### src/rtl/cvxif_instr_pkg.sv
// Shared CV-X-IF coprocessor definitions: instruction table,
// issue-queue entry layout and scheduler FSM states.
package cvxif_instr_pkg;

  localparam int unsigned NumInstr = 4;
  localparam int unsigned IdMax    = 8;
  localparam int unsigned XLenMax  = 64;

  // Index 0 is the rightmost element; lower index wins on overlap.
  localparam logic [NumInstr-1:0][31:0] InstrTbl = {
    32'h0000_000B,
    32'h0000_002B,
    32'h0000_005B,
    32'h0000_105B
  };

  localparam logic [NumInstr-1:0][31:0] MaskTbl = {
    32'h0000_007F,
    32'h0000_007F,
    32'h0000_007F,
    32'h0000_707F
  };

  localparam logic [NumInstr-1:0] WbTbl = 4'b1010;

  typedef struct packed {
    logic [31:0]         instr;
    logic [IdMax-1:0]    id;
    logic [XLenMax-1:0]  rs1;
    logic [XLenMax-1:0]  rs2;
    logic                writeback;
    logic                valid;
    logic                committed;
    logic                killed;
  } sched_entry_t;

  typedef enum logic [1:0] {
    IDLE,
    DISPATCH,
    WAIT_FU,
    WAIT_RESULT
  } sched_state_e;

endpackage

### src/rtl/copro_issue_scheduler_if.sv
// Bundle of issue, commit, FU and result signals between
// the core-side environment and the issue scheduler.
interface copro_issue_scheduler_if #(
  parameter int unsigned IdWidth = 3,
  parameter int unsigned XLen    = 64
);

  logic               issue_valid_i;
  logic               issue_ready_o;
  logic [31:0]        issue_instr_i;
  logic [IdWidth-1:0] issue_id_i;
  logic [XLen-1:0]    issue_rs1_i;
  logic [XLen-1:0]    issue_rs2_i;
  logic               issue_accept_o;
  logic               issue_writeback_o;

  logic               commit_valid_i;
  logic [IdWidth-1:0] commit_id_i;
  logic               commit_kill_i;

  logic               fu_req_valid_o;
  logic               fu_req_ready_i;
  logic [31:0]        fu_instr_o;
  logic [IdWidth-1:0] fu_id_o;
  logic [XLen-1:0]    fu_rs1_o;
  logic [XLen-1:0]    fu_rs2_o;

  logic               fu_rsp_valid_i;
  logic [IdWidth-1:0] fu_rsp_id_i;
  logic [XLen-1:0]    fu_rsp_data_i;

  logic               result_valid_o;
  logic               result_ready_i;
  logic [IdWidth-1:0] result_id_o;
  logic [4:0]         result_rd_o;
  logic [XLen-1:0]    result_data_o;
  logic               result_we_o;

  modport slave (
    input  issue_valid_i, issue_instr_i, issue_id_i,
    input  issue_rs1_i, issue_rs2_i,
    output issue_ready_o, issue_accept_o, issue_writeback_o,
    input  commit_valid_i, commit_id_i, commit_kill_i,
    output fu_req_valid_o, fu_instr_o, fu_id_o,
    output fu_rs1_o, fu_rs2_o,
    input  fu_req_ready_i,
    input  fu_rsp_valid_i, fu_rsp_id_i, fu_rsp_data_i,
    output result_valid_o, result_id_o, result_rd_o,
    output result_data_o, result_we_o,
    input  result_ready_i
  );

  modport master (
    output issue_valid_i, issue_instr_i, issue_id_i,
    output issue_rs1_i, issue_rs2_i,
    input  issue_ready_o, issue_accept_o, issue_writeback_o,
    output commit_valid_i, commit_id_i, commit_kill_i,
    input  fu_req_valid_o, fu_instr_o, fu_id_o,
    input  fu_rs1_o, fu_rs2_o,
    output fu_req_ready_i,
    output fu_rsp_valid_i, fu_rsp_id_i, fu_rsp_data_i,
    input  result_valid_o, result_id_o, result_rd_o,
    input  result_data_o, result_we_o,
    output result_ready_i
  );

endinterface

### src/rtl/copro_instr_decode.sv
// Combinational match of an instruction word against the
// shared coprocessor table; lowest matching entry wins.
module copro_instr_decode
  import cvxif_instr_pkg::*;
(
  input  logic [31:0] i_instr,
  output logic        o_accept,
  output logic        o_writeback
);

  logic [NumInstr-1:0] w_hit;
  logic [NumInstr-1:0] w_first;

  for (genvar k = 0; k < NumInstr; k++) begin : g_match
    assign w_hit[k] =
      (i_instr & MaskTbl[k]) == InstrTbl[k];
  end

  // Isolate the lowest set bit to get priority.
  assign w_first = w_hit & (~w_hit + NumInstr'(1));

  assign o_accept    = |w_hit;
  assign o_writeback = |(w_first & WbTbl);

endmodule

### src/rtl/copro_issue_scheduler.sv
// In-order issue queue and single-outstanding dispatcher
// between a CV-X-IF core and one coprocessor FU.
module copro_issue_scheduler
  import cvxif_instr_pkg::*;
#(
  parameter int unsigned QDepth  = 4,
  parameter int unsigned IdWidth = 3,
  parameter int unsigned XLen    = 64
) (
  input  logic clk_i,
  input  logic rst_i,
  copro_issue_scheduler_if.slave io
);

  localparam int unsigned PtrW = $clog2(QDepth);
  localparam int unsigned CntW = PtrW + 1;

  sched_entry_t       w_q [QDepth];
  sched_entry_t       w_head;
  sched_entry_t       w_new;
  logic [PtrW-1:0]    r_head;
  logic [PtrW-1:0]    r_tail;
  logic [CntW-1:0]    r_cnt;
  sched_state_e       r_state;
  sched_state_e       w_state_nxt;

  logic [IdWidth-1:0] r_disp_id;
  logic               r_disp_wb;
  logic [4:0]         r_disp_rd;
  logic [IdWidth-1:0] r_res_id;
  logic [4:0]         r_res_rd;
  logic [XLen-1:0]    r_res_data;
  logic               r_res_we;

  logic w_accept;
  logic w_wb;
  logic w_ready;
  logic w_enq;
  logic w_cmt_new;
  logic w_pop_kill;
  logic w_pop_disp;
  logic w_pop;
  logic w_fu_hit;
  logic w_unused;

  copro_instr_decode u_dec (
    .i_instr     (io.issue_instr_i),
    .o_accept    (w_accept),
    .o_writeback (w_wb)
  );

  assign w_ready = r_cnt < CntW'(QDepth);
  assign w_enq   = io.issue_valid_i & w_ready & w_accept;
  assign w_head  = w_q[r_head];
  assign w_unused = ^w_head;

  assign w_cmt_new = io.commit_valid_i &
    (io.commit_id_i == io.issue_id_i);

  always_comb begin
    w_new           = '0;
    w_new.instr     = io.issue_instr_i;
    w_new.id        = IdMax'(io.issue_id_i);
    w_new.rs1       = XLenMax'(io.issue_rs1_i);
    w_new.rs2       = XLenMax'(io.issue_rs2_i);
    w_new.writeback = w_wb;
    w_new.valid     = 1'b1;
    w_new.committed = w_cmt_new & ~io.commit_kill_i;
    w_new.killed    = w_cmt_new & io.commit_kill_i;
  end

  // A killed head drains unless it is already being dispatched.
  assign w_pop_kill = w_head.valid & w_head.killed &
    (r_state != DISPATCH);
  assign w_pop_disp = (r_state == DISPATCH) &
    io.fu_req_ready_i;
  assign w_pop = w_pop_kill | w_pop_disp;

  assign w_fu_hit = (r_state == WAIT_FU) &
    io.fu_rsp_valid_i & (io.fu_rsp_id_i == r_disp_id);

  for (genvar g = 0; g < QDepth; g++) begin : g_ent
    sched_entry_t r_ent;
    logic         w_hit;
    logic         w_wr;
    logic         w_clr;

    assign w_hit = io.commit_valid_i & r_ent.valid &
      (r_ent.id[IdWidth-1:0] == io.commit_id_i);
    assign w_wr  = w_enq & (r_tail == PtrW'(g));
    assign w_clr = w_pop & (r_head == PtrW'(g));

    always_ff @(posedge clk_i) begin
      if (rst_i) begin
        r_ent <= '0;
      end else if (w_wr) begin
        r_ent <= w_new;
      end else begin
        if (w_hit & io.commit_kill_i)
          r_ent.killed <= 1'b1;
        if (w_hit & ~io.commit_kill_i)
          r_ent.committed <= 1'b1;
        if (w_clr)
          r_ent.valid <= 1'b0;
      end
    end

    assign w_q[g] = r_ent;
  end

  always_ff @(posedge clk_i) begin
    if (rst_i) begin
      r_head <= '0;
      r_tail <= '0;
      r_cnt  <= '0;
    end else begin
      if (w_pop) r_head <= r_head + PtrW'(1);
      if (w_enq) r_tail <= r_tail + PtrW'(1);
      r_cnt <= r_cnt + CntW'(w_enq) - CntW'(w_pop);
    end
  end

  always_ff @(posedge clk_i) begin
    if (rst_i) begin
      r_disp_id  <= '0;
      r_disp_wb  <= 1'b0;
      r_disp_rd  <= '0;
      r_res_id   <= '0;
      r_res_rd   <= '0;
      r_res_data <= '0;
      r_res_we   <= 1'b0;
    end else begin
      if (w_pop_disp) begin
        r_disp_id <= w_head.id[IdWidth-1:0];
        r_disp_wb <= w_head.writeback;
        r_disp_rd <= w_head.instr[11:7];
      end
      if (w_fu_hit & r_disp_wb) begin
        r_res_id   <= io.fu_rsp_id_i;
        r_res_rd   <= r_disp_rd;
        r_res_data <= io.fu_rsp_data_i;
        r_res_we   <= r_disp_wb;
      end
    end
  end

  always_ff @(posedge clk_i) begin
    if (rst_i) r_state <= IDLE;
    else       r_state <= w_state_nxt;
  end

  always_comb begin
    w_state_nxt = r_state;
    unique case (r_state)
      IDLE:
        if (w_head.valid & w_head.committed &
            ~w_head.killed)
          w_state_nxt = DISPATCH;
      DISPATCH:
        if (io.fu_req_ready_i)
          w_state_nxt = WAIT_FU;
      WAIT_FU:
        if (w_fu_hit)
          w_state_nxt = r_disp_wb ? WAIT_RESULT : IDLE;
      WAIT_RESULT:
        if (io.result_ready_i)
          w_state_nxt = IDLE;
      default:
        w_state_nxt = IDLE;
    endcase
  end

  always_comb begin
    io.issue_ready_o     = w_ready;
    io.issue_accept_o    = w_accept;
    io.issue_writeback_o = w_wb;
    io.fu_req_valid_o    = (r_state == DISPATCH);
    io.fu_instr_o        = w_head.instr;
    io.fu_id_o           = w_head.id[IdWidth-1:0];
    io.fu_rs1_o          = w_head.rs1[XLen-1:0];
    io.fu_rs2_o          = w_head.rs2[XLen-1:0];
    io.result_valid_o    = (r_state == WAIT_RESULT);
    io.result_id_o       = r_res_id;
    io.result_rd_o       = r_res_rd;
    io.result_data_o     = r_res_data;
    io.result_we_o       = (r_state == WAIT_RESULT) &
                           r_res_we;
  end

endmodule

### src/flat_wrapper.sv
// flat-port wrapper written by rule: the top's interface ports become plain ports
module copro_issue_scheduler_flat import cvxif_instr_pkg::*;
#(
  parameter int unsigned QDepth  = 4,
  parameter int unsigned IdWidth = 3,
  parameter int unsigned XLen    = 64
)
  (clk_i, rst_i, io_issue_valid_i, io_issue_instr_i, io_issue_id_i, io_issue_rs1_i, io_issue_rs2_i, io_issue_ready_o, io_issue_accept_o, io_issue_writeback_o, io_commit_valid_i, io_commit_id_i, io_commit_kill_i, io_fu_req_valid_o, io_fu_instr_o, io_fu_id_o, io_fu_rs1_o, io_fu_rs2_o, io_fu_req_ready_i, io_fu_rsp_valid_i, io_fu_rsp_id_i, io_fu_rsp_data_i, io_result_valid_o, io_result_id_o, io_result_rd_o, io_result_data_o, io_result_we_o, io_result_ready_i);
  copro_issue_scheduler_if #(.IdWidth(IdWidth), .XLen(XLen)) io_i ();
  input  logic clk_i;
  input  logic rst_i;
  input wire logic [$bits(io_i.issue_valid_i)-1:0] io_issue_valid_i;
  input wire logic [$bits(io_i.issue_instr_i)-1:0] io_issue_instr_i;
  input wire logic [$bits(io_i.issue_id_i)-1:0] io_issue_id_i;
  input wire logic [$bits(io_i.issue_rs1_i)-1:0] io_issue_rs1_i;
  input wire logic [$bits(io_i.issue_rs2_i)-1:0] io_issue_rs2_i;
  output wire logic [$bits(io_i.issue_ready_o)-1:0] io_issue_ready_o;
  output wire logic [$bits(io_i.issue_accept_o)-1:0] io_issue_accept_o;
  output wire logic [$bits(io_i.issue_writeback_o)-1:0] io_issue_writeback_o;
  input wire logic [$bits(io_i.commit_valid_i)-1:0] io_commit_valid_i;
  input wire logic [$bits(io_i.commit_id_i)-1:0] io_commit_id_i;
  input wire logic [$bits(io_i.commit_kill_i)-1:0] io_commit_kill_i;
  output wire logic [$bits(io_i.fu_req_valid_o)-1:0] io_fu_req_valid_o;
  output wire logic [$bits(io_i.fu_instr_o)-1:0] io_fu_instr_o;
  output wire logic [$bits(io_i.fu_id_o)-1:0] io_fu_id_o;
  output wire logic [$bits(io_i.fu_rs1_o)-1:0] io_fu_rs1_o;
  output wire logic [$bits(io_i.fu_rs2_o)-1:0] io_fu_rs2_o;
  input wire logic [$bits(io_i.fu_req_ready_i)-1:0] io_fu_req_ready_i;
  input wire logic [$bits(io_i.fu_rsp_valid_i)-1:0] io_fu_rsp_valid_i;
  input wire logic [$bits(io_i.fu_rsp_id_i)-1:0] io_fu_rsp_id_i;
  input wire logic [$bits(io_i.fu_rsp_data_i)-1:0] io_fu_rsp_data_i;
  output wire logic [$bits(io_i.result_valid_o)-1:0] io_result_valid_o;
  output wire logic [$bits(io_i.result_id_o)-1:0] io_result_id_o;
  output wire logic [$bits(io_i.result_rd_o)-1:0] io_result_rd_o;
  output wire logic [$bits(io_i.result_data_o)-1:0] io_result_data_o;
  output wire logic [$bits(io_i.result_we_o)-1:0] io_result_we_o;
  input wire logic [$bits(io_i.result_ready_i)-1:0] io_result_ready_i;
  assign io_i.issue_valid_i = io_issue_valid_i;
  assign io_i.issue_instr_i = io_issue_instr_i;
  assign io_i.issue_id_i = io_issue_id_i;
  assign io_i.issue_rs1_i = io_issue_rs1_i;
  assign io_i.issue_rs2_i = io_issue_rs2_i;
  assign io_issue_ready_o = io_i.issue_ready_o;
  assign io_issue_accept_o = io_i.issue_accept_o;
  assign io_issue_writeback_o = io_i.issue_writeback_o;
  assign io_i.commit_valid_i = io_commit_valid_i;
  assign io_i.commit_id_i = io_commit_id_i;
  assign io_i.commit_kill_i = io_commit_kill_i;
  assign io_fu_req_valid_o = io_i.fu_req_valid_o;
  assign io_fu_instr_o = io_i.fu_instr_o;
  assign io_fu_id_o = io_i.fu_id_o;
  assign io_fu_rs1_o = io_i.fu_rs1_o;
  assign io_fu_rs2_o = io_i.fu_rs2_o;
  assign io_i.fu_req_ready_i = io_fu_req_ready_i;
  assign io_i.fu_rsp_valid_i = io_fu_rsp_valid_i;
  assign io_i.fu_rsp_id_i = io_fu_rsp_id_i;
  assign io_i.fu_rsp_data_i = io_fu_rsp_data_i;
  assign io_result_valid_o = io_i.result_valid_o;
  assign io_result_id_o = io_i.result_id_o;
  assign io_result_rd_o = io_i.result_rd_o;
  assign io_result_data_o = io_i.result_data_o;
  assign io_result_we_o = io_i.result_we_o;
  assign io_i.result_ready_i = io_result_ready_i;
  copro_issue_scheduler #(.QDepth(QDepth), .IdWidth(IdWidth), .XLen(XLen)) u_core (.clk_i(clk_i), .rst_i(rst_i), .io(io_i));
endmodule
### config.mk
export PLATFORM = sky130hd
export DESIGN_NAME = copro_issue_scheduler_flat
export DESIGN_NICKNAME = d
export VERILOG_FILES = /design/src/rtl/cvxif_instr_pkg.sv /design/src/rtl/copro_issue_scheduler_if.sv /design/src/rtl/copro_instr_decode.sv /design/src/rtl/copro_issue_scheduler.sv /design/src/flat_wrapper.sv
export SDC_FILE = /design/constraint.sdc
export NUM_CORES = 2
export LEC_CHECK = 0
export CORE_MARGIN = 2
export CORE_UTILIZATION = 54
export DETAILED_ROUTE_END_ITERATION = 12
export HOLD_SLACK_MARGIN = 0.05
export PLACE_DENSITY = 0.91
export REMOVE_ABC_BUFFERS = 1
export SLEW_MARGIN = 20
export SYNTH_ARGS = -nofsm -noshare
export SYNTH_HDL_FRONTEND = slang
export SYNTH_HIERARCHICAL = 1
export SYNTH_SLANG_ARGS = --single-unit
### constraint.sdc
create_clock -name clk_i -period 3.9 [get_ports clk_i]
set_input_delay 0.39 -clock clk_i [delete_from_list [all_inputs] [get_ports clk_i]]
set_output_delay 0.39 -clock clk_i [all_outputs]
set_load 0.01 [all_outputs]
### Word level (Yosys, flattened, before mapping)

Index checks and enable logic that the tools add are counted.

| storage, ports and cells | value |
|---|---|
| register bits | 759 |
| bits in latches | 0 |
| RAM bits | 0 |
| bits in read-only memories | 0 |
| output and inout port bits | 241 |
| memories kept | 0 |

| cells by class | value |
|---|---|
| add/sub/neg operators | 5 |
| multiply operators | 0 |
| div/mod/pow operators | 0 |
| order comparisons | 2 |
| equal/unequal tests | 24 |
| shifts and indexed selects | 0 |
| mux-type cells | 25 |
| bitwise logic cells | 44 |
| reductions and logical operators | 18 |

Operators with widths:

| kind | count |
|---|---|
| 172-bit binary-select mux with 2-bit select | 1 |
| 172-bit two-way mux | 2 |
| 1-bit AND | 38 |
| 2-bit nonzero test | 12 |
| 3-bit == test | 6 |
| 2-bit == test (second input constant) | 6 |
| 1-bit two-way mux | 12 |
| 3-bit two-way mux | 4 |
| 10-bit by 8-bit == test with 1-bit output (second input constant) | 1 |
| 2-bit two-way mux | 5 |
| 2-bit by 1-bit != test with 1-bit output (second input constant) | 5 |
| 2-bit case mux with 4 select lines | 1 |
| 7-bit by 4-bit == test with 1-bit output (second input constant) | 1 |
| 7-bit by 6-bit == test with 1-bit output (second input constant) | 1 |
| 7-bit == test (second input constant) | 1 |
| 2-bit by 1-bit == test with 1-bit output (second input constant) | 3 |
| 2-bit zero test | 3 |
| 2-bit by 1-bit adder with 2-bit output (second input constant) | 2 |
| 4-bit by 1-bit adder with 4-bit output (second input constant) | 1 |
| 4-bit AND | 1 |
| 4-bit NOT | 1 |
| 4-bit AND reduction | 1 |
| 4-bit OR reduction | 1 |
| 3-bit by 1-bit adder with 3-bit output | 1 |
| other kinds (7) | 8 |

### Longest topological paths before layout

| depth | value |
|---|---|
| depth after elaboration | 10 |
| depth in mapped cells | 13 |
| gate-level depth less buffers | 12 |

### Cells and area by module

The synthesis kept the hierarchy.

By module, submodules not included:

| module | instances | cells an instance | area an instance (um^2) | seq. area each (um^2) |
|---|---|---|---|---|
| copro_issue_scheduler | 1 | 3,730 | 31,883.1 | 15,194.6 |
| copro_instr_decode | 1 | 7 | 76.3 | 0.0 |

### Worst setup path after synthesis

No wires, ideal clock.

| timing path | value |
|---|---|
| path kind | input-to-reg |
| start | in io_issue_instr_i[4] |
| end | reg u_core.r_cnt[2] |
| library setup time | 128 ps |
| data arrival time | 2,699 ps |
| setup slack | 1,074 ps |
| stages | 13 |
| buffers on the path | 1 |
| cells stage by stage | or2_1 -> a21oi_1 -> and3b_1 -> clkbuf_1 -> inv_1 -> ha_1 -> inv_1 -> ha_1 -> inv_1 -> fa_1 -> xnor2_1 -> xnor2_1 -> nor2_1 |

| between the ends | value |
|---|---|
| word-level cells in the longest chain between the ends | 5 |

Ends and longest elaborated chain:

| item | line | text |
|---|---|---|
| from (decl) | flat_wrapper.sv:13 | `input wire logic [$bits(io_i.issue_instr_i)-1:0] io_issue_instr_i;` |
| 10-bit by 8-bit == test with 1-bit output (tied with other cells) | copro_instr_decode.sv:16 | `(i_instr & MaskTbl[k]) == InstrTbl[k];` |
| 4-bit OR reduction (*) | copro_instr_decode.sv:22 | `assign o_accept = \|w_hit;` |
| named net io_issue_accept_o | flat_wrapper.sv:18 | `output wire logic [$bits(io_i.issue_accept_o)-1:0] io_issue_accept_o;` |
| 1-bit AND (*) | copro_issue_scheduler.sv:53 | `assign w_enq = io.issue_valid_i & w_ready & w_accept;` |
| 3-bit by 1-bit adder with 3-bit output (*) | copro_issue_scheduler.sv:119 | `r_cnt <= r_cnt + CntW'(w_enq) - CntW'(w_pop);` |
| 3-bit by 1-bit subtractor with 3-bit output (*) | copro_issue_scheduler.sv:119 |  |
| to (signal assigned) | copro_issue_scheduler.sv:119 |  |
| to (decl) | copro_issue_scheduler.sv:23 | `logic [CntW-1:0] r_cnt;` |

The timed path passes the listed nets; every way through them passes the cells marked *.
A chain may end at the register's enable or synchronous reset.

### Worst setup path in the final report

| timing path | value |
|---|---|
| start | reg u_core.r_head[1] |
| end | out io_fu_rs2_o[45] |

| between the ends | value |
|---|---|
| word-level cells in the longest chain between the ends | 4 |

Ends and longest elaborated chain:

| item | line | text |
|---|---|---|
| from (decl) | copro_issue_scheduler.sv:21 | `logic [PtrW-1:0] r_head;` |
| from (signal assigned) | copro_issue_scheduler.sv:117 | `if (w_pop) r_head <= r_head + PtrW'(1);` |
| 2-bit NOT with 3-bit output (implied by the code) | copro_issue_scheduler.sv:54 | `assign w_head = w_q[r_head];` |
| 172-bit binary-select mux with 2-bit select | copro_issue_scheduler.sv:54 |  |
| 172-bit two-way mux (implied by the code) (2 in a row) | copro_issue_scheduler.sv:54 |  |
| to (decl) | flat_wrapper.sv:27 | `output wire logic [$bits(io_i.fu_rs2_o)-1:0] io_fu_rs2_o;` |

No other way between the ends. The select of a mux whose other input is x is not followed.

==> flow_metrics.tcl <==
set metrics [dict create \
    run_status "completed" \
    route.vias.total 27790 \
    synth.top_cell.area_share 0.4754 \
    synthArstFlopShare 0 \
    syn_area_um2 31960 \
    core_region_area_um2 58800 \
    worst_slack_ps 419.3 \
    cts_made_buffers 76 \
    layout-drive-gt1-share 0.09506 \
    finalHoldViolations 0 \
    initial_core_util 0.5436 \
    htree_levels 3 \
    placed_area_um2 36110 \
    power_mw 15.67 \
    synth_common_cells "nand2_1 (1336), dfxtp_1 (759), a21oi_1 (742)" \
    ctsResizeCount 0 \
    ys_seq_area_frac 0.4754 \
    power_density_nw_per_um2 405.6 \
    final.setup.tns_ps 0 \
    ys_warn_count 6 \
    io_pins 482 \
    synth_compound_area_frac 0.1326 \
    critPathBufInv 3 \
    tritoncts "built" \
    finalNonFillerCells 4725 \
    synth_largest_area_cell "dfxtp_1" \
    r2r_end "u_core/r_cnt[2]$_SDFF_PP0_" \
    root_buffer "clkbuf_16" \
    synth_top_family_by_area "simple AND/OR/NAND/NOR gates" \
    fin_crit_sh 0.8925 \
    setup_viol 0 \
    vdd.ir_drop.worst_uv 459.0 \
    insertion_delay_ps 610 \
    final_cell_area_um2 38640 \
    syn-instance-count 3737 \
    cts_hold_buf 0 \
    whs_ps 269.6 \
    fin_skew_ps 13.71 \
    synth_area_leaders "dfxtp_1 (48%), nand2_1 (16%), mux4_2 (12%)" \
    start_kind "flop" \
    port_buffers 481 \
    synth_most_common_cell "nand2_1" \
    viasPerCell 5.880 \
    first_global_vias 27900 \
    drc 0 \
    overflow 0 \
    slew_headroom 0.4347 \
    cp.arrival_ps 3090 \
    r2r-start "u_core/r_head[0]$_SDFFE_PP0P_" \
    firstDrtPassIters 9 \
    grt_setup_unrepaired "false" \
    placed_cells 4583 \
    die-height_um 247.3 \
    synth-simple-area-share 0.1795 \
    synth-xor-area-share 0.006303 \
    grt_max_degree 114 \
    worstMarginPinSlew_ps 848.0 \
    routed_wl_mm 93.53 \
    holdPathStages 2 \
    whs_endpoint "u_core/g_ent[1].r_ent[128]$_SDFFE_PP0P_" \
    endpoint_kind "output port" \
    place_ws_ps 718.2 \
    syn_avg_cell_area_um2 8.552 \
    path_clk_slew_ps 60 \
    area.growth.synth_to_final_pct 20.90 \
    r2r_slack_ps 1030 \
    avgRoutedWirePerCell_um 19.79 \
    ys_ff_latch 759 \
    gp_congestion 0.8183 \
    grt_pass1_wl_mm 144.2 \
    cp_data_required_time_ps 3510 \
    die_x_um 247.3 \
    max_cap_violations 0 \
    min_from "rst_i" \
    cp_slowest_cell "mux4_2" \
    grt_usage 0.2960 \
    p_leak_nw 12.29 \
    synthFlopType "dfxtp_1" \
    synth_edf_count 0 \
    synth.distinct_cells 43 \
    cts.sinks 759 \
    floorplan.rows 89 \
    hold_class "input pin to flop" \
    synth.area.mux_share 0.1183 \
    post_cts_buffers 0 \
    synth-adder-area-share 0.004541 \
    final_antenna_net_count 0 \
    critical_path_class "flop to output port" \
    finalCriticalPeriod_ps 3481 \
    dieArea_um2 61140 \
    reg2regPathDepth 10 \
    final-max-slew-violation-count 0 \
    crit_family "buffers and inverters" \
    cpPeakStageDelay_ps 570 \
    critPathMaxFanout 50 \
    clockBufferDepth 3 \
    antenna_found_initial 9 \
    final_util 0.6572 \
    nets 4140 \
    drt_iter0_markers 2374 \
    fmax_mhz 287.3 \
    dp_hpwl_mm 56.03 \
    crit_path_cell_trace "buf_12 > buf_4 > mux4_2 > clkdlybuf4s50_1" \
    nFillCells 4214 \
]
## worst max path at each step
stage | start | end | slack, ps | cells after the start
2_1_floorplan | u_core/r_head[1]$_SDFFE_PP0P_ | u_core/r_cnt[2]$_SDFF_PP0_ | -4760 | 10
3_3_place_gp | io_issue_instr_i[4] | u_core/r_cnt[2]$_SDFF_PP0_ | 720 | 14
3_5_place_dp | io_issue_instr_i[4] | u_core/r_cnt[2]$_SDFF_PP0_ | 720 | 14
4_1_cts | u_core/r_head[1]$_SDFFE_PP0P_ | io_fu_rs2_o[45] | 350 | 4
5_1_grt | u_core/r_head[1]$_SDFFE_PP0P_ | io_fu_rs2_o[45] | 230 | 4
6_report | u_core/r_head[1]$_SDFFE_PP0P_ | io_fu_rs2_o[45] | 420 | 4
## worst register-to-register path: cells and delay by family (launching register included)
kind / cells / cell delay, ps
adders and majority gates: 3 / 850
muxes: 1 / 550
DFF: 1 / 490
AOI/OAI and AO/OA: 1 / 360
xor gates and xnor gates: 2 / 350
buffers and inverters: 2 / 110
and+or+nand+nor: 1 / 50
## per-layer routing
layer  routed length, um  global-route usage
met1               32790              0.3240
met2               45710              0.5025
met3                9445             0.08259
met4                5535              0.1948
met5                  54                   0
## kinds of logic (layout without fill, tap and decap cells)
logic type,after synthesis,count (layout)
adders and majority gates,11,11
DFF,759,759
xor gates and xnor gates,23,23
and+or+nand+nor,1461,1461
AOI/OAI and AO/OA,833,833
buffers and inverters,481,689
muxes,169,169
other,0,7
## registers in the layout, indices dropped and copies added, names as in the netlist
signal,count
u_core/g_ent.r_ent,668
u_core/io.result_data_o,64
u_core/io.result_rd_o,5
u_core/r_disp_rd,5
u_core/io.result_id_o,3
u_core/r_cnt,3
u_core/r_disp_id,3
u_core/r_head,2
u_core/r_state,2
u_core/r_tail,2
u_core/r_disp_wb,1
u_core/r_res_we,1
## cell usage in the layout, fill, tap and decap left out, types with 2 or more instances in the layout
master / n
nor2_1: 12
bufinv_16: 4
a311oi_2: 4
mux2i_1: 2
a21oi_1: 742
nand2_4: 3
and3b_1: 2
o21ai_2: 3
ha_1: 10
o21ai_1: 67
buf_12: 36
clkbuf_1: 15
clkbuf_16: 78
nand2b_1: 2
clkdlybuf4s50_1: 480
inv_6: 2
xnor2_1: 10
nor3_1: 4
nand3_1: 72
inv_1: 9
and4b_4: 3
clkinv_2: 15
buf_4: 27
dfxtp_4: 2
xor2_1: 13
nor4_2: 2
diode_2: 7
nand2_1: 1333
nor2b_1: 2
clkbuf_8: 17
nand3b_1: 11
mux4_2: 167
dfxtp_1: 756
clkinv_4: 2
and3_1: 4
a22oi_1: 3
o21ai_0: 10
## cell type report
class / instances / area [um^2] / area share
timing repair buffer: 544 / 5743 / 0.1486
sequential: 759 / 15200 / 0.3935
antenna: 7 / 17.52 / 0.0004533
tap: 773 / 967.2 / 0.02503
clock inverter: 25 / 266.5 / 0.006897
clock buffer: 110 / 2242 / 0.05803
inverter: 10 / 37.54 / 0.0009714
multi-input combinational: 2497 / 14160 / 0.3665
## power breakdown
| part | internal (mW) | switching, mW | total, mW |
|---|---|---|---|
| combinational | 0.289 | 0.299 | 0.589 |
| sequential | 7.76 | 0.00526 | 7.77 |
| clock | 4.27 | 3.05 | 7.32 |
| total | 12.3 | 3.35 | 15.7 |
Note: power is estimated with default switching activity, not from simulation.
